### src/rtl/tdm_demux_1x8.sv
// tdm_demux_1x8: 1-to-8 TDM demultiplexer with frame alignment.
//
// The block collects serial bits, one per valid sample, into an 8-bit shadow
// register. Each bit goes into the slot position the block currently expects.
// A frame_sync sample marks slot 0 and aligns the block to the frame. When the
// slot-7 sample arrives, the whole frame is published on q together with a
// one-cycle frame_valid pulse.
//
// Ports:
//   clk         in   sole clock, rising edge
//   rst_n       in   synchronous active-low reset
//   din         in   serial data bit for the current slot
//   din_valid   in   din is sampled on this edge when high
//   frame_sync  in   marks the valid sample as slot 0 (ignored if !din_valid)
//   q[7:0]      out  last complete frame, q[n] = bit from slot n
//   frame_valid out  one-cycle pulse, q updated on this edge
//   slot[2:0]   out  slot the next accepted sample will occupy
//   locked      out  high while frame-aligned
//   sync_err    out  one-cycle pulse, frame_sync arrived mid-frame
//
// state  | meaning
// HUNT   | not aligned; discard samples until a frame_sync sample arrives
// LOCKED | aligned; samples fill shadow[slot], slot-7 sample publishes q

module tdm_demux_1x8 (
    input  logic       clk,
    input  logic       rst_n,
    input  logic       din,
    input  logic       din_valid,
    input  logic       frame_sync,
    output logic [7:0] q,
    output logic       frame_valid,
    output logic [2:0] slot,
    output logic       locked,
    output logic       sync_err
);

    typedef enum logic {
        HUNT   = 1'b0,
        LOCKED = 1'b1
    } state_t;

    state_t     state, state_nxt;
    logic [2:0] slot_nxt;
    logic [7:0] shadow, shadow_nxt;
    logic [7:0] q_nxt;
    logic       frame_valid_nxt;
    logic       sync_err_nxt;

    always_ff @(posedge clk) begin
        if (!rst_n) begin
            state       <= HUNT;
            slot        <= 3'd0;
            shadow      <= 8'h00;
            q           <= 8'h00;
            frame_valid <= 1'b0;
            sync_err    <= 1'b0;
        end else begin
            state       <= state_nxt;
            slot        <= slot_nxt;
            shadow      <= shadow_nxt;
            q           <= q_nxt;
            frame_valid <= frame_valid_nxt;
            sync_err    <= sync_err_nxt;
        end
    end

    always_comb begin
        state_nxt       = state;
        slot_nxt        = slot;
        shadow_nxt      = shadow;
        q_nxt           = q;
        frame_valid_nxt = 1'b0;
        sync_err_nxt    = 1'b0;

        if (din_valid) begin
            unique case (state)
                HUNT: begin
                    if (frame_sync) begin
                        shadow_nxt[0] = din;
                        slot_nxt      = 3'd1;
                        state_nxt     = LOCKED;
                    end
                end
                LOCKED: begin
                    if (frame_sync && (slot != 3'd0)) begin
                        // Realign on the new frame start. The stale bits in
                        // shadow[7:1] are overwritten before they are published.
                        sync_err_nxt  = 1'b1;
                        shadow_nxt[0] = din;
                        slot_nxt      = 3'd1;
                    end else begin
                        shadow_nxt[slot] = din;
                        // The slot counter wraps 7 -> 0 by its natural overflow.
                        slot_nxt         = slot + 3'd1;
                        if (slot == 3'd7) begin
                            q_nxt           = {din, shadow[6:0]};
                            frame_valid_nxt = 1'b1;
                        end
                    end
                end
                default: state_nxt = HUNT;
            endcase
        end
    end

    assign locked = (state == LOCKED);

endmodule

### config.mk
export PLATFORM = sky130hd
export DESIGN_NAME = tdm_demux_1x8
export DESIGN_NICKNAME = d
export VERILOG_FILES = /design/src/rtl/tdm_demux_1x8.sv
export SDC_FILE = /design/constraint.sdc
export NUM_CORES = 1
export LEC_CHECK = 0
export CAP_MARGIN = 20
export CORE_MARGIN = 10
export CORE_UTILIZATION = 48
export DETAILED_ROUTE_END_ITERATION = 7
export GPL_TIMING_DRIVEN = 0
export PLACE_DENSITY = 0.76
export SYNTH_ARGS = -nofsm -noshare
export SYNTH_HDL_FRONTEND = slang
export SYNTH_SLANG_ARGS = --single-unit
export TNS_END_PERCENT = 10
### constraint.sdc
create_clock -name clk -period 1.85 [get_ports clk]
set_input_delay 0.2775 -clock clk [delete_from_list [all_inputs] [get_ports clk]]
set_output_delay 0.2775 -clock clk [all_outputs]
set_load 0.005 [all_outputs]
==> results of run 1 <==
report_power, final:
group          internal (µW)  switching [µW]
clock                   80.6             140
combinational           31.6            36.6
sequential               458            7.88
total                    570             185
state kept, by name, summed over array words and instances (netlist names):
| name | cells |
|---|---|
| shadow | 7 |
| slot | 3 |
| sync_err | 1 |
| frame_valid | 1 |
| q | 8 |
| locked | 1 |
layout by cell type, fill, tap and decap left out, drive strengths merged:
cell	count
nand3	1
mux2i	13
nor2	7
nor3	2
a31oi	1
nand4b	1
and3	1
ha	3
nand3b	1
a211o	1
a21boi	2
inv	3
o21ai	3
dfxtp	21
nand2b	3
nor4	1
nand2	21
clkdlybuf4s50	18
a22oi	2
nor2b	4
o21a	1
a21oi	2
clkbuf	5
clkinv	1
final cells by class:
cell class / instances / area share
plain buffers: 2 / 0.006529
multi-input cells: 70 / 0.4102
repair buffers: 18 / 0.1567
flip-flops and latches: 21 / 0.3656
clock inverters: 1 / 0.004353
well taps: 25 / 0.02720
inverters: 3 / 0.009793
clock buffers: 3 / 0.01959
path summary, 6_finish.rpt:
| path | endpoint | cells after the start | slack (ps) | start |
|---|---|---|---|---|
| setup / recovery | slot[1] | 1 | 200 | slot[1] |
| hold / removal | q[5] | 2 | 470 | shadow[5] |
| setup reg to reg | q[6] | 6 | 260 | slot[0] |
| hold reg to reg | q[5] | 2 | 470 | shadow[5] |
stage by stage:
stage / instances / area, µm² / utilization / power [µW]
detailed placement: 139 / 1122 / 0.6362 / 543.8
global placement: 139 / 1122 / 0.6362 / 543.1
CTS: 143 / 1150 / 0.6518 / 763.1
global route: 143 / 1150 / 0.6518 / 785.6
finish: 143 / 1150 / 0.6518 / 754.4
floorplan: 96 / 910.9 / - / 513.3
kinds of logic (layout without fill, tap and decap cells):
kind of cell,after synthesis,in the layout,synth area share
and+or+nand+nor,42,42,0.2363
DFF,21,21,0.4615
buffers and inverters,5,27,0.02061
AOI/OAI and AO/OA,12,12,0.09752
adders and majority gates,3,3,0.04121
muxes,13,13,0.1429
routing by layer:
metal / global-route usage / vias up / part of all wire
met5: 0 / - / 0
met4: 0.03279 / 0 / 0.016
met3: 0.03180 / 4 / 0.064
met2: 0.1520 / 13 / 0.46
met1: 0.09732 / 316 / 0.46
li1: - / 375 / -
==> impl_results.md, run 1 <==
* Die W at 63.56 µm
* CTS hold repair buffers at 0
* Hold Violations, Final at 0
* Post-CTS Resized at 0
* Share of cells above drive strength 1 at 0.08475
* Post-Syn Area at 910.9 µm²
* RSZ-0062 raised after global routing: no
* Drt first pass iters at 2
* Register bit total from synthesis at 21
* Most frequent cell after synthesis: dfxtp_1
* Ys flop type: dfxtp_1
* Final HPWL DP at 1322 µm
* Final hold slack at 466.7 ps
* Fin. max-slew vios at 0
* Post-CTS Setup Inserts at 0
* GR Overflow Total at 0
* DRC Markers at 0
* Die ar. at 0.004040 mm²
* Final wirelength at 1771 µm
* Clock sinks at 21
* H-tree depth reported by CTS at 1
* Syn Area/Cell at 9.488 µm²
* Core ar. at 0.001764 mm²
* Top post-synthesis cells by area: dfxtp_1 46%, mux2i_1 14%, nand2_1 7.8%, ha_1 4.1%, nor2_1 2.9%
* Leakage Power at 0.0004578 µW
* Max-slew headroom at 0.7328
* Worst path required time at 1570 ps
* Slowest stage delay, CP at 570 ps
* Number of synthesized flops with an enable pin at 0
* Buf+Inv Stages, Crit Path at 1
* CP max stage cell: clkdlybuf4s50_1
* CTS root buf: clkbuf_4
* Starting density of the core at 0.5163
* Unique masters post-synth at 25
* Register area at 420.4 µm²
* Peak supply drop at 500.5 µV
* Yosys warns at 0
* Max Fclk at 0.6044 GHz
* Final setup vio count at 0
* Clk_lat worst skew at 300 ps
* PD cells at 656.1 mW/mm²
* Clock buffer count from CTS at 3
* Antenna violations before repair at 0
* PortBufs at 18
* Setup TNS at 0 ps
* CP startpoint kind: register
* NumNets Final at 127
* Routability cong. at 0.8051
* Largest net degree at the start of global routing at 13
* Cell count after synthesis at 96
* Synth top area share at 0.4615
* Setup crit end kind: output pin
* Clock transition at path regs at 120 ps
* FILL cells at 171
* Area of the multi-input gates at 471.7 µm²
* Sequential share of the synthesized area at 0.4615
* Number of max-cap violations at 0
* Vias in the first global route at 700
* Syn_nets at 104
* Final worst-path cycle share at 0.8943
* Crit-path max FO at 8
* Die height at 63.56 µm
* Global Route Usage Sum at 0.08871
* Crit path cell chain: clkdlybuf4s50_1
* Setup ws final at 195.6 ps
* Final ANT Viol Nets at 0
* IO Pins at 19
* Diode count at 0
* Worst-margin pin slew at 400.8 ps
* Crit path arrival time at 1380 ps
* Clk buf depth at 2
* First-pass GRT wire length at 3008 µm
* Async S/R FF share, synth at 0
* Fin crit period at 1654 ps
* DR WL/cell at 12.38 µm
* Hold Path Class: register to register
* Dpl ws at 87.23 ps
* Vias at 708
* Row Count at 15
* Top delay family on crit path: buffers and inverters
* Vias per Instance at 4.951
* CTS tree: yes
* Setup CP Type: register to output pin
* Area Overhead vs Synth at 26.24%
* Clock skew at 7.128 ps
* DR iter-0 viols at 12
* Status: complete, no violations
* Yosys top cell by area: dfxtp_1
* Top cells by count, synth: 21 x dfxtp_1, 19 x nand2_1, 13 x mux2i_1
Note: power is estimated with default switching activity, not from simulation.
==> run 2, diff against run 1 <==
--- a/config.mk
+++ b/config.mk
@@ -11,6 +11,7 @@
 export DETAILED_ROUTE_END_ITERATION = 7
 export GPL_TIMING_DRIVEN = 0
 export PLACE_DENSITY = 0.76
+export SKIP_LAST_GASP = 1
 export SYNTH_ARGS = -nofsm -noshare
 export SYNTH_HDL_FRONTEND = slang
 export SYNTH_SLANG_ARGS = --single-unit
==> results of run 2 <==
Same layout as run 1: the final DEF is identical, and so are final timing and power.
==> run 3, diff against run 2 <==
--- a/config.mk
+++ b/config.mk
@@ -5,12 +5,13 @@
 export SDC_FILE = /design/constraint.sdc
 export NUM_CORES = 1
 export LEC_CHECK = 0
+export ABC_AREA = 1
 export CAP_MARGIN = 20
 export CORE_MARGIN = 10
-export CORE_UTILIZATION = 48
+export CORE_UTILIZATION = 49
 export DETAILED_ROUTE_END_ITERATION = 7
-export GPL_TIMING_DRIVEN = 0
-export PLACE_DENSITY = 0.76
+export GPL_TIMING_DRIVEN = 1
+export PLACE_DENSITY = 0.77
 export SKIP_LAST_GASP = 1
 export SYNTH_ARGS = -nofsm -noshare
 export SYNTH_HDL_FRONTEND = slang
==> impl_results.md, run 3 <==
* Max Fclk at 0.5928 GHz (-1.9%)
* Register bit total from synthesis at 21 (unchanged)
* Reg with most FFs: q
* Post-Syn Area at 939.7 µm² (+3.2%)
* Post-CTS Resized at 0 (unchanged)
* Slowest stage delay, CP at 580 ps (about the same)
* Core ar. at 0.001764 mm² (unchanged)
* Clock transition at path regs at 120 ps (about the same)
* Share of cells above drive strength 1 at 0.07143 (-0.01332)
* Drt first pass iters at 4 (+2)
* Number of synthesized flops with an enable pin at 0 (unchanged)
* Final wirelength at 2034 µm (+15%)
* Core Util, Final at 0.6489 (-0.002837)
* Die ar. at 0.004069 mm² (+0.73%)
* Worst-margin pin slew at 392.1 ps (-8.770 ps)
* Yosys warns at 0 (unchanged)
* Commonest cells after routing, fill and taps aside: 28 x nand2_1, 21 x dfxtp_1, 19 x nor2_1
* CP max stage cell: clkdlybuf4s50_1
* Largest net degree at the start of global routing at 16 (+3)
* CTS root buf: clkbuf_4
* Async S/R FF share, synth at 0 (unchanged)
* Largest registers: q (8), shadow (7), slot (3)
* PD cells at 703.6 mW/mm² (+7.2%)
* H-tree depth reported by CTS at 1 (unchanged)
* Clk_lat worst skew at 300 ps (about the same)
* Fin. max-slew vios at 0 (unchanged)
* CTS tree: yes
* Diode count at 0 (unchanged)
* RSZ-0062 raised after global routing: no
* Ys flop type: dfxtp_1
* Die height at 63.79 µm (+0.36%)
* Cell count after synthesis at 122 (+27%)
* Number of max-cap violations at 0 (unchanged)
* Crit-path max FO at 9 (+1)
* Vias per Instance at 5.145 (+3.9%)
* Max-slew headroom at 0.7386 (+0.005847)
* Max FFs per register at 8 (unchanged)
* Fin crit period at 1687 ps (+32.56 ps)
* Post-CTS Setup Inserts at 0 (unchanged)
* Yosys top cell by area: dfxtp_1
* Setup crit end kind: output pin
* Final ANT Viol Nets at 0 (unchanged)
* Hold Violations, Final at 0 (unchanged)
* Final worst-path cycle share at 0.9119 (+0.01760)
* Most common cell after layout, fill and taps aside: nand2_1
* GR Overflow Total at 0 (unchanged)
* CP startpoint kind: register
* CTS hold repair buffers at 0 (unchanged)
* Clock buffer count from CTS at 3 (unchanged)
* DRC Markers at 0 (unchanged)
* Final setup vio count at 0 (unchanged)
* NumNets Final at 149 (+17%)
* Top cells by count, synth: 28 x nand2_1, 21 x dfxtp_1, 19 x nor2_1
* Row Count at 15 (unchanged)
* Most frequent cell after synthesis: nand2_1
* Clock skew at 14.36 ps (+7.232 ps)
* Buf+Inv Stages, Crit Path at 1 (unchanged)
* Crit path cell chain: clkdlybuf4s50_1
* Hold Path Class: register to register
* Routability cong. at 0.8984 (+12%)
* Synth top area share at 0.4474 (-0.01413)
* Syn Area/Cell at 7.702 µm² (-19%)
* Setup CP Type: register to output pin
* DR iter-0 viols at 21 (+9)
* DR WL/cell at 12.33 µm (-0.46%)
* Crit path arrival time at 1410 ps (+30 ps)
* Peak supply drop at 299.8 µV (-40%)
* IO Pins at 19 (unchanged)
* Die W at 63.79 µm (+0.36%)
* Setup TNS at 0 ps (unchanged)
* Syn_nets at 130 (+25%)
* Antenna violations before repair at 0 (unchanged)
* Vias at 849 (+20%)
* Vias in the first global route at 745 (+6.4%)
* Top post-synthesis cells by area: dfxtp_1 45%, nand2_1 11%, nor2_1 7.6%, a21oi_1 7.5%, nand4_1 6.0%
* Global Route Usage Sum at 0.09692 (+0.008216)
* Final HPWL DP at 1511 µm (+14%)
* Unique masters post-synth at 17 (-32%)
* First-pass GRT wire length at 3243 µm (+7.8%)
* Leakage Power at 0.0004233 µW (-7.5%)
* Clk buf depth at 2 (unchanged)
* Worst path required time at 1570 ps (about the same)
* FILL cells at 176 (+2.9%)
* Top delay family on crit path: buffers and inverters
* Area Overhead vs Synth at 21.84%
* Status: complete, no violations
* Clock sinks at 21 (unchanged)
* PortBufs at 18 (unchanged)
* Starting density of the core at 0.5326 (+0.01631)
* Sequential share of the synthesized area at 0.4474 (-0.01413)
-- run 3: final cells by class --
cell class	count	area (µm²)	area share
Timing Repair Buffer	19	187.7	0.1639
Multi-Input combinational cell	89	452.9	0.3956
Clock buffer	4	26.28	0.02295
Inverter	7	26.28	0.02295
Sequential cell	21	420.4	0.3672
Tap cell	25	31.28	0.02732
-- run 3: logic make-up (layout without fill, tap and decap cells) --
group                      after synthesis  count (layout)  synth area share
and+or+nand+nor                         68              68            0.3449
DFF                                     21              21            0.4474
AOI/OAI and AO/OA                       18              18           0.09721
buffers and inverters                   12              30           0.07058
adders and majority gates                3               3           0.03995
-- run 3: worst register-to-register path: cells and delay by family, from the launching register on --
kind | cells | cell delay, ps
compound gates | 1 | 60
flops | 1 | 530
fa+ha+maj | 2 | 600
simple gates | 2 | 280
-- run 3: worst paths after layout --
| check | slack, ps | start | end | cells past startpoint |
|---|---|---|---|---|
| worst max-delay path | 160 | slot[0] | slot[0] | 1 |
| worst min-delay path | 470 | q[1] | q[1] | 2 |
| worst max register to register | 260 | slot[0] | q[3] | 5 |
| worst min register to register | 470 | q[1] | q[1] | 2 |
-- run 3: metal layers --
layer | part of all wire | track usage | vias up
li1 | - | - | 441
met1 | 0.44 | 0.09870 | 381
met2 | 0.46 | 0.1567 | 23
met3 | 0.085 | 0.05226 | 4
met4 | 0.015 | 0.05191 | 0
met5 | 0 | 0 | -
-- run 3: through the flow --
step	area, µm²	power (µW)	setup WS [ps]	hold WS [ps]	instances
floorplan	939.7	560.8	538.5	436.2	122
global placement	1119	592.0	289.8	447.9	161
detailed placement	1119	595.3	252.5	451.7	161
CTS	1145	811.0	170.7	468.9	165
global route	1145	845.0	89.00	493.8	165
finish	1145	805.5	163.0	467.5	165
-- run 3: power by group --
part | switching, µW | leakage (µW) | total, µW | internal, µW
sequential | 15.2 | 0.000170 | 478 | 462
combinational | 64.3 | 0.000238 | 108 | 44.0
clock | 136 | 0.0000150 | 220 | 83.9
